[config.mk]
export PLATFORM = sky130hd
export DESIGN_NAME = regfile_wb_arbiter
export DESIGN_NICKNAME = d
export VERILOG_FILES = /design/src/rtl/regfile_wb_arbiter.sv
export SDC_FILE = /design/constraint.sdc
export NUM_CORES = 1
export LEC_CHECK = 0
export BUFFER_PORTS_ARGS = -buffer_cell sky130_fd_sc_hd__buf_2
export CAP_MARGIN = 25
export CORE_MARGIN = 10
export CORE_UTILIZATION = 45
export DETAILED_ROUTE_END_ITERATION = 8
export GPL_ROUTABILITY_DRIVEN = 0
export PLACE_DENSITY = 0.84
export SLEW_MARGIN = 40
export SYNTH_ARGS = -nofsm -noshare
export SYNTH_HDL_FRONTEND = slang
export SYNTH_SLANG_ARGS = --single-unit
[constraint.sdc]
create_clock -name clk -period 3.65 [get_ports clk]
set_input_delay 0 -clock clk [delete_from_list [all_inputs] [get_ports clk]]
set_output_delay 0 -clock clk [all_outputs]
set_load 0.005 [all_outputs]
[src/rtl/regfile_wb_arbiter.sv]
// Two-source writeback arbiter for the register file, with a pending-write scoreboard.
// Round-robin grant between EXU (s0) and LSU (s1); one registered write per cycle.
module regfile_wb_arbiter #(
    parameter int ADDR_WIDTH = 5,
    parameter int DATA_WIDTH = 64,
    parameter int REG_CNT    = 32
) (
    input  logic                  clk,
    input  logic                  rst,
    input  logic                  issue_valid,
    input  logic [ADDR_WIDTH-1:0] issue_rd,
    input  logic                  s0_valid,
    input  logic [ADDR_WIDTH-1:0] s0_rd,
    input  logic [DATA_WIDTH-1:0] s0_wdata,
    input  logic                  s1_valid,
    input  logic [ADDR_WIDTH-1:0] s1_rd,
    input  logic [DATA_WIDTH-1:0] s1_wdata,
    output logic                  s0_ready,
    output logic                  s1_ready,
    output logic                  reg_wen,
    output logic [ADDR_WIDTH-1:0] rd,
    output logic [DATA_WIDTH-1:0] reg_wdata,
    input  logic [ADDR_WIDTH-1:0] rs1,
    input  logic [ADDR_WIDTH-1:0] rs2,
    output logic                  rs1_busy,
    output logic                  rs2_busy,
    output logic [REG_CNT-1:0]    busy_vec
);

    logic                  last_grant_q, last_grant_d;
    logic                  reg_wen_q, reg_wen_d;
    logic [ADDR_WIDTH-1:0] rd_q, rd_d;
    logic [DATA_WIDTH-1:0] wdata_q, wdata_d;
    logic [REG_CNT-1:0]    busy_q, busy_d;

    logic                  grant0, grant1, accept, set_en;
    logic [ADDR_WIDTH-1:0] sel_rd;
    logic [DATA_WIDTH-1:0] sel_wdata;

    function automatic logic in_range(input logic [ADDR_WIDTH-1:0] idx);
        return int'(idx) < REG_CNT;
    endfunction

    // last_grant_q == 0 means s0 was served last, so s1 wins the next conflict
    always_comb begin
        grant0 = 1'b0;
        grant1 = 1'b0;
        if (!rst) begin
            if (s0_valid && s1_valid) begin
                if (last_grant_q) grant0 = 1'b1;
                else              grant1 = 1'b1;
            end else begin
                grant0 = s0_valid;
                grant1 = s1_valid;
            end
        end
    end

    assign s0_ready  = grant0;
    assign s1_ready  = grant1;
    assign accept    = grant0 | grant1;
    assign sel_rd    = grant1 ? s1_rd : s0_rd;
    assign sel_wdata = grant1 ? s1_wdata : s0_wdata;
    assign set_en    = issue_valid && (issue_rd != '0) && in_range(issue_rd);

    always_comb begin
        last_grant_d = accept ? grant1 : last_grant_q;
        reg_wen_d    = accept && (sel_rd != '0) && in_range(sel_rd);
        rd_d         = accept ? sel_rd : rd_q;
        wdata_d      = accept ? sel_wdata : wdata_q;
    end

    // Clear for the committing write first, then set, so a new producer wins a same-index race
    always_comb begin
        busy_d = busy_q;
        for (int i = 0; i < REG_CNT; i++) begin
            if (reg_wen_q && int'(rd_q) == i) busy_d[i] = 1'b0;
            if (set_en && int'(issue_rd) == i) busy_d[i] = 1'b1;
        end
        busy_d[0] = 1'b0;
    end

    always_ff @(posedge clk) begin
        if (rst) begin
            last_grant_q <= 1'b0;
            reg_wen_q    <= 1'b0;
            rd_q         <= '0;
            wdata_q      <= '0;
            busy_q       <= '0;
        end else begin
            last_grant_q <= last_grant_d;
            reg_wen_q    <= reg_wen_d;
            rd_q         <= rd_d;
            wdata_q      <= wdata_d;
            busy_q       <= busy_d;
        end
    end

    always_comb begin
        rs1_busy = 1'b0;
        rs2_busy = 1'b0;
        for (int i = 1; i < REG_CNT; i++) begin
            if (int'(rs1) == i) rs1_busy = busy_q[i];
            if (int'(rs2) == i) rs2_busy = busy_q[i];
        end
    end

    assign reg_wen   = reg_wen_q;
    assign rd        = rd_q;
    assign reg_wdata = wdata_q;
    assign busy_vec  = busy_q;

endmodule

Word level (Yosys, flattened, before mapping)
Index checks and enable logic that the tools add are counted.

cells by class
  reductions and logical operators = 98
  bitwise gates (word level) = 1
  mux-type cells = 132
  equal/unequal tests = 124

operators by type and width
  cell                                                              count
  5-bit == test (second input constant)                             64
  5-bit by 4-bit == test with 1-bit output (second input constant)  32
  1-bit two-way mux                                                 130
  5-bit by 3-bit == test with 1-bit output (second input constant)  16
  1-bit logical AND                                                 65
  64-bit two-way mux                                                1
  2-bit nonzero test                                                31
  5-bit by 2-bit == test with 1-bit output (second input constant)  8
  5-bit by 1-bit == test with 1-bit output (second input constant)  4
  5-bit nonzero test                                                2
  5-bit two-way mux                                                 1
  1-bit bitwise OR                                                  1

storage, ports and cells
  word-level logic and storage cells = 391
  register bits = 103

Longest topological paths before layout
  depth after elaboration = 32
  gate-level depth with buffers = 8
  gate-level depth less buffers = 6

Least setup slack after synthesis
No wires, ideal clock.

  kind = register to register
  from = register last_grant_q
  to = register rd_q[0], in the netlist rd[0]
  path buffers = 1
  setup slack = 2.258 ns
  required time = 3.559 ns
  setup time = 0.091 ns
  cell stages (with the launch flop) = 7
  arrival = 1.301 ns
  path through = dfxtp_1 -> a21oi_1 -> nand2_1 -> inv_2 -> clkbuf_1 -> nand2_1 -> a311oi_1

between the ends
  longest elaborated chain between the ends = 4
  elaborated cells between the ends (all ways) = 8

ends and longest elaborated chain
  element                                                       RTL line  source
  start: declaration                                            30        logic last_grant_q, last_grant_d;
  start signal: assignment                                      91        last_grant_q <= last_grant_d;
  1-bit two-way mux                                             50        if (last_grant_q) grant0 = 1'b1;
  1-bit two-way mux                                             49        if (s0_valid && s1_valid) begin
  1-bit two-way mux                                             48        if (!rst) begin
  5-bit two-way mux / 1-bit bitwise OR (equally long branches)  62, 61
  end signal: assignment                                        93        rd_q <= rd_d;
  end: declaration                                              32        logic [ADDR_WIDTH-1:0] rd_q, rd_d;

Parallel ways exist; a longest one is shown, timed or not.
A chain may end at the register's enable or synchronous reset.

Final worst setup path
  from = register last_grant_q
  to = register wdata_q[60], in the netlist reg_wdata[60]

between the ends
  longest elaborated chain between the ends = 4
  elaborated cells between the ends (all ways) = 8

ends and longest elaborated chain
  element                                                        RTL line  source
  1-bit two-way mux                                              50
  1-bit two-way mux                                              49
  1-bit two-way mux                                              48
  64-bit two-way mux / 1-bit bitwise OR (equally long branches)  63, 61
  end signal: assignment                                         94        wdata_q <= wdata_d;
  end: declaration                                               33        logic [DATA_WIDTH-1:0] wdata_q, wdata_d;

Parallel ways exist; a longest one is shown, timed or not.

==> impl_metrics.py <==
metrics = {
    "placed_design": {
        "dp_hpwl_um": 15570,
        "portBuffers": 262,
        "dpl_cell_area_um2": 6575,
        "dp_slack_ns": 1.461,
    },
    "worst_hold_path": {
        "holdPathStages": 3,
        "hold_start": "issue_rd[3]",
        "hp-class": "primary input to flip-flop",
        "hold_end": "busy_vec[13]$_SDFFE_PP0P_",
    },
    "cts": {
        "cts_buffers": 9,
        "cts_root_buf": "clkbuf_16",
        "cts-resized-gates": 0,
        "cts_buffer_depth": 2,
        "clock-sinks": 102,
        "h-tree-depth": 3,
        "cts_setup_buffers": 0,
        "tritoncts": "done",
        "clock_latency_ns": 0.35,
        "clk_pin_slew_worst_paths_ns": 0.08,
    },
    "cells_and_area": {
        "register_area_um2": 2042,
        "post-route-util_pct": 72.98,
        "final_net_count": 1231,
        "fillers": 700,
        "layout-drive-gt1-share_pct": 27.55,
        "flow.area_growth_from_synthesis_pct": 58.58,
        "stdcell_area_um2": 8369,
        "multiInputGateArea_um2": 2953,
    },
    "timing": {
        "worst-slew-pin-transition_ns": 0.8314,
        "slew_headroom_pct": 44.57,
        "rsz0062_at_grt": "no",
        "period_needed_ns": 3.123,
        "fin_tns_setup_ns": 0,
        "setup_viol": 0,
        "slew_viol_final": 0,
        "max_freq_mhz": 320.2,
        "fin_ws_ns": 0.5268,
        "fin_crit_sh_pct": 85.57,
        "finalHoldViolCount": 0,
        "clock_skew_ns": 0.01312,
    },
    "outcome": {
        "outcome": "finished clean",
    },
    "critical_path": {
        "r2r_cells": 7,
        "cp_max_fo": 29,
        "cp-start-kind": "flip-flop",
        "worstPathRequired_ns": 3.93,
        "end_kind": "flip-flop",
        "r2r_start": "last_grant_q$_SDFFE_PP0P_",
        "reg2reg_to": "reg_wdata[60]$_SDFFE_PP0P_",
        "rrSetupSlack_ns": 0.53,
        "crit_type": "flip-flop to flip-flop",
        "worstPathArrival_ns": 3.41,
    },
    "global_routing": {
        "grt_overflow": 0,
        "grt_start_max_net_pins": 102,
        "grt_pass1_wl_um": 40520,
        "antenna_found_initial": 6,
        "first_global_vias": 7522,
        "track_usage_pct": 30.49,
    },
    "routing": {
        "num_vias": 7583,
        "drt-pass1-iter-count": 6,
        "drt_iter0_drc": 907,
        "drc": 0,
        "routed_wl_um": 27910,
        "viasPerCell": 6.180,
        "ant_nets": 0,
        "wl_per_cell_um": 22.74,
    },
    "floorplan": {
        "die_width_um": 128.3,
        "std_cell_rows": 39,
        "core_um2": 11470,
        "die_area_um2": 16460,
        "die_h_um": 128.3,
        "io_pins": 264,
        "initial_core_util_pct": 46.02,
    },
    "synth": {
        "synth_area_um2": 5278,
        "synth_flop_cell": "dfxtp_1",
        "yosysSeqAreaShare_pct": 38.69,
        "syn_avg_cell_area_um2": 7.444,
        "synth_top_cell_area_share_pct": 38.69,
        "synth-edff-count": 0,
        "synthesis.nets": 867,
        "yosys_register_bits": 102,
        "yosysWarnings": 0,
        "syn_inst": 709,
        "async_flop_share_pct": 0,
        "yosysUniqueCellTypes": 52,
        "yosysTopAreaCell": "dfxtp_1",
        "yosys-top-cells-area": "dfxtp_1 39%, nand2_1 13%, a311oi_1 11%, nor2_1 6.0%, a21oi_1 3.9%",
    },
    "power": {
        "p_leak_nw": 3.850,
        "irDropWorstVdd_v": 0.0002695,
        "powerDensity_nw_per_um2": 363.1,
        "power_mw": 3.039,
    },
    "flow_run": {
        "maxCapViolations": 0,
    },
}
==> placed cells by master, fill, tap and decap left out, types with 3 or more instances in the layout <==
cell type      synthesis  layout
nor2b_1               14      14
diode_2                0       6
o21a_1                 3       3
a311oi_1              69      69
inv_1                  4       4
o32ai_1                3       3
nand2_1              184     183
nand3_1               10      10
nor3_1                 5       5
nand2b_1              14      14
a22oi_1                3       3
buf_4                  3       6
dfxtp_1              102     102
o21ai_0               41      41
nor3b_1                4       4
nor4_1                 4       4
nor2_1                85      84
a211oi_1               5       5
a31oi_1                3       3
dlygate4sd3_1          0     142
buf_2                 15     261
a21oi_1               41      41
clkbuf_16              0       9
o2bb2ai_1              3       3
mux2i_1                9       9
nand3b_1               4       4
o22ai_1                6       6
==> worst max-delay path, cell delays in order, from the launching register on <==
cell,delay (ns)
dfxtp_1,0.37
a21oi_1,0.27
nand2_2,0.33
inv_2,0.54
buf_4,0.40
nand2_1,0.16
a311oi_1,0.37
dlygate4sd3_1,0.62
==> registers in the layout (all words and copies together) (netlist names) <==
signal and cells:
last_grant_q 1, rd 5, reg_wen 1, busy_vec 31, reg_wdata 64
==> metal layers <==
layer	up-vias	wire length [um]	GRT usage, %
li1	3255	-	-
met1	3438	9002	30.22
met2	686	13210	52.68
met3	202	3590	11.00
met4	2	2089	19.80
met5	-	12	0
==> cell families (layout without fill, tap and decap cells) <==
group,Yosys count,in the layout,synth area share [%]
AOI/OAI and AO/OA,191,191,25.15
and+or+nand+nor,338,338,27.55
other,1,7,0.07106
buffers and inverters,64,433,5.547
DFF,102,102,38.69
muxes,13,13,2.987
==> Yosys cell counts, types with 3 or more instances <==
master     number
nand2_1       184
dfxtp_1       102
nor2_1         85
a311oi_1       69
a21oi_1        41
o21ai_0        41
clkbuf_1       37
buf_2          15
nand2b_1       14
nor2b_1        14
nand3_1        10
mux2i_1         9
o22ai_1         6
a211oi_1        5
nor3_1          5
inv_1           4
nand3b_1        4
nor3b_1         4
nor4_1          4
a22oi_1         3
a31oi_1         3
buf_4           3
buf_6           3
o21a_1          3
o2bb2ai_1       3
o32ai_1         3
==> cell type report <==
class / count / share of cell area [%]
clock buffer: 10 / 2.855
timing repair buffer: 412 / 33.83
tap: 143 / 2.138
multi-input combinational: 543 / 35.28
inverter: 5 / 0.2242
clock inverter: 6 / 1.091
sequential: 102 / 24.40
antenna: 6 / 0.1794
==> where the power goes <==
part	internal (mW)	total, mW	switching, mW
Clock	0.626	1.09	0.461
Combinational	0.339	0.712	0.373
Sequential	1.18	1.24	0.0595
Total	2.15	3.04	0.893
==> through the flow <==
step / hold WS, ns / instances
2_1_floorplan: 0.06796 / 709
3_3_place_gp: 0.2511 / 1062
3_5_place_dp: 0.2583 / 1062
4_1_cts: 0.00003614 / 1220
5_1_grt: 0.01939 / 1226
6_report: 0.01961 / 1227
==> worst max-delay path by stage <==
stage                                         start                    endpoint  slack, ns  depth (start not counted)
after floorplan           last_grant_q$_SDFFE_PP0P_          rd[0]$_SDFFE_PP0P_       2.26                          6
after global placement    last_grant_q$_SDFFE_PP0P_  reg_wdata[55]$_SDFFE_PP0P_       1.63                          6
after detailed placement  last_grant_q$_SDFFE_PP0P_  reg_wdata[43]$_SDFFE_PP0P_       1.46                          6
after CTS                 last_grant_q$_SDFFE_PP0P_  reg_wdata[43]$_SDFFE_PP0P_       0.96                          7
after global routing      last_grant_q$_SDFFE_PP0P_  reg_wdata[60]$_SDFFE_PP0P_       0.47                          7
final                     last_grant_q$_SDFFE_PP0P_  reg_wdata[60]$_SDFFE_PP0P_       0.53                          7
==> timing repair <==
| item | 4_1_cts | 5_1_grt |
|---|---|---|
| endpoints found under the hold margin | 75 | 0 |
| hold buffers | 142 | 0 |
| setup endpoints to repair | 0 | 0 |
(Power assumes the default switching activity.)
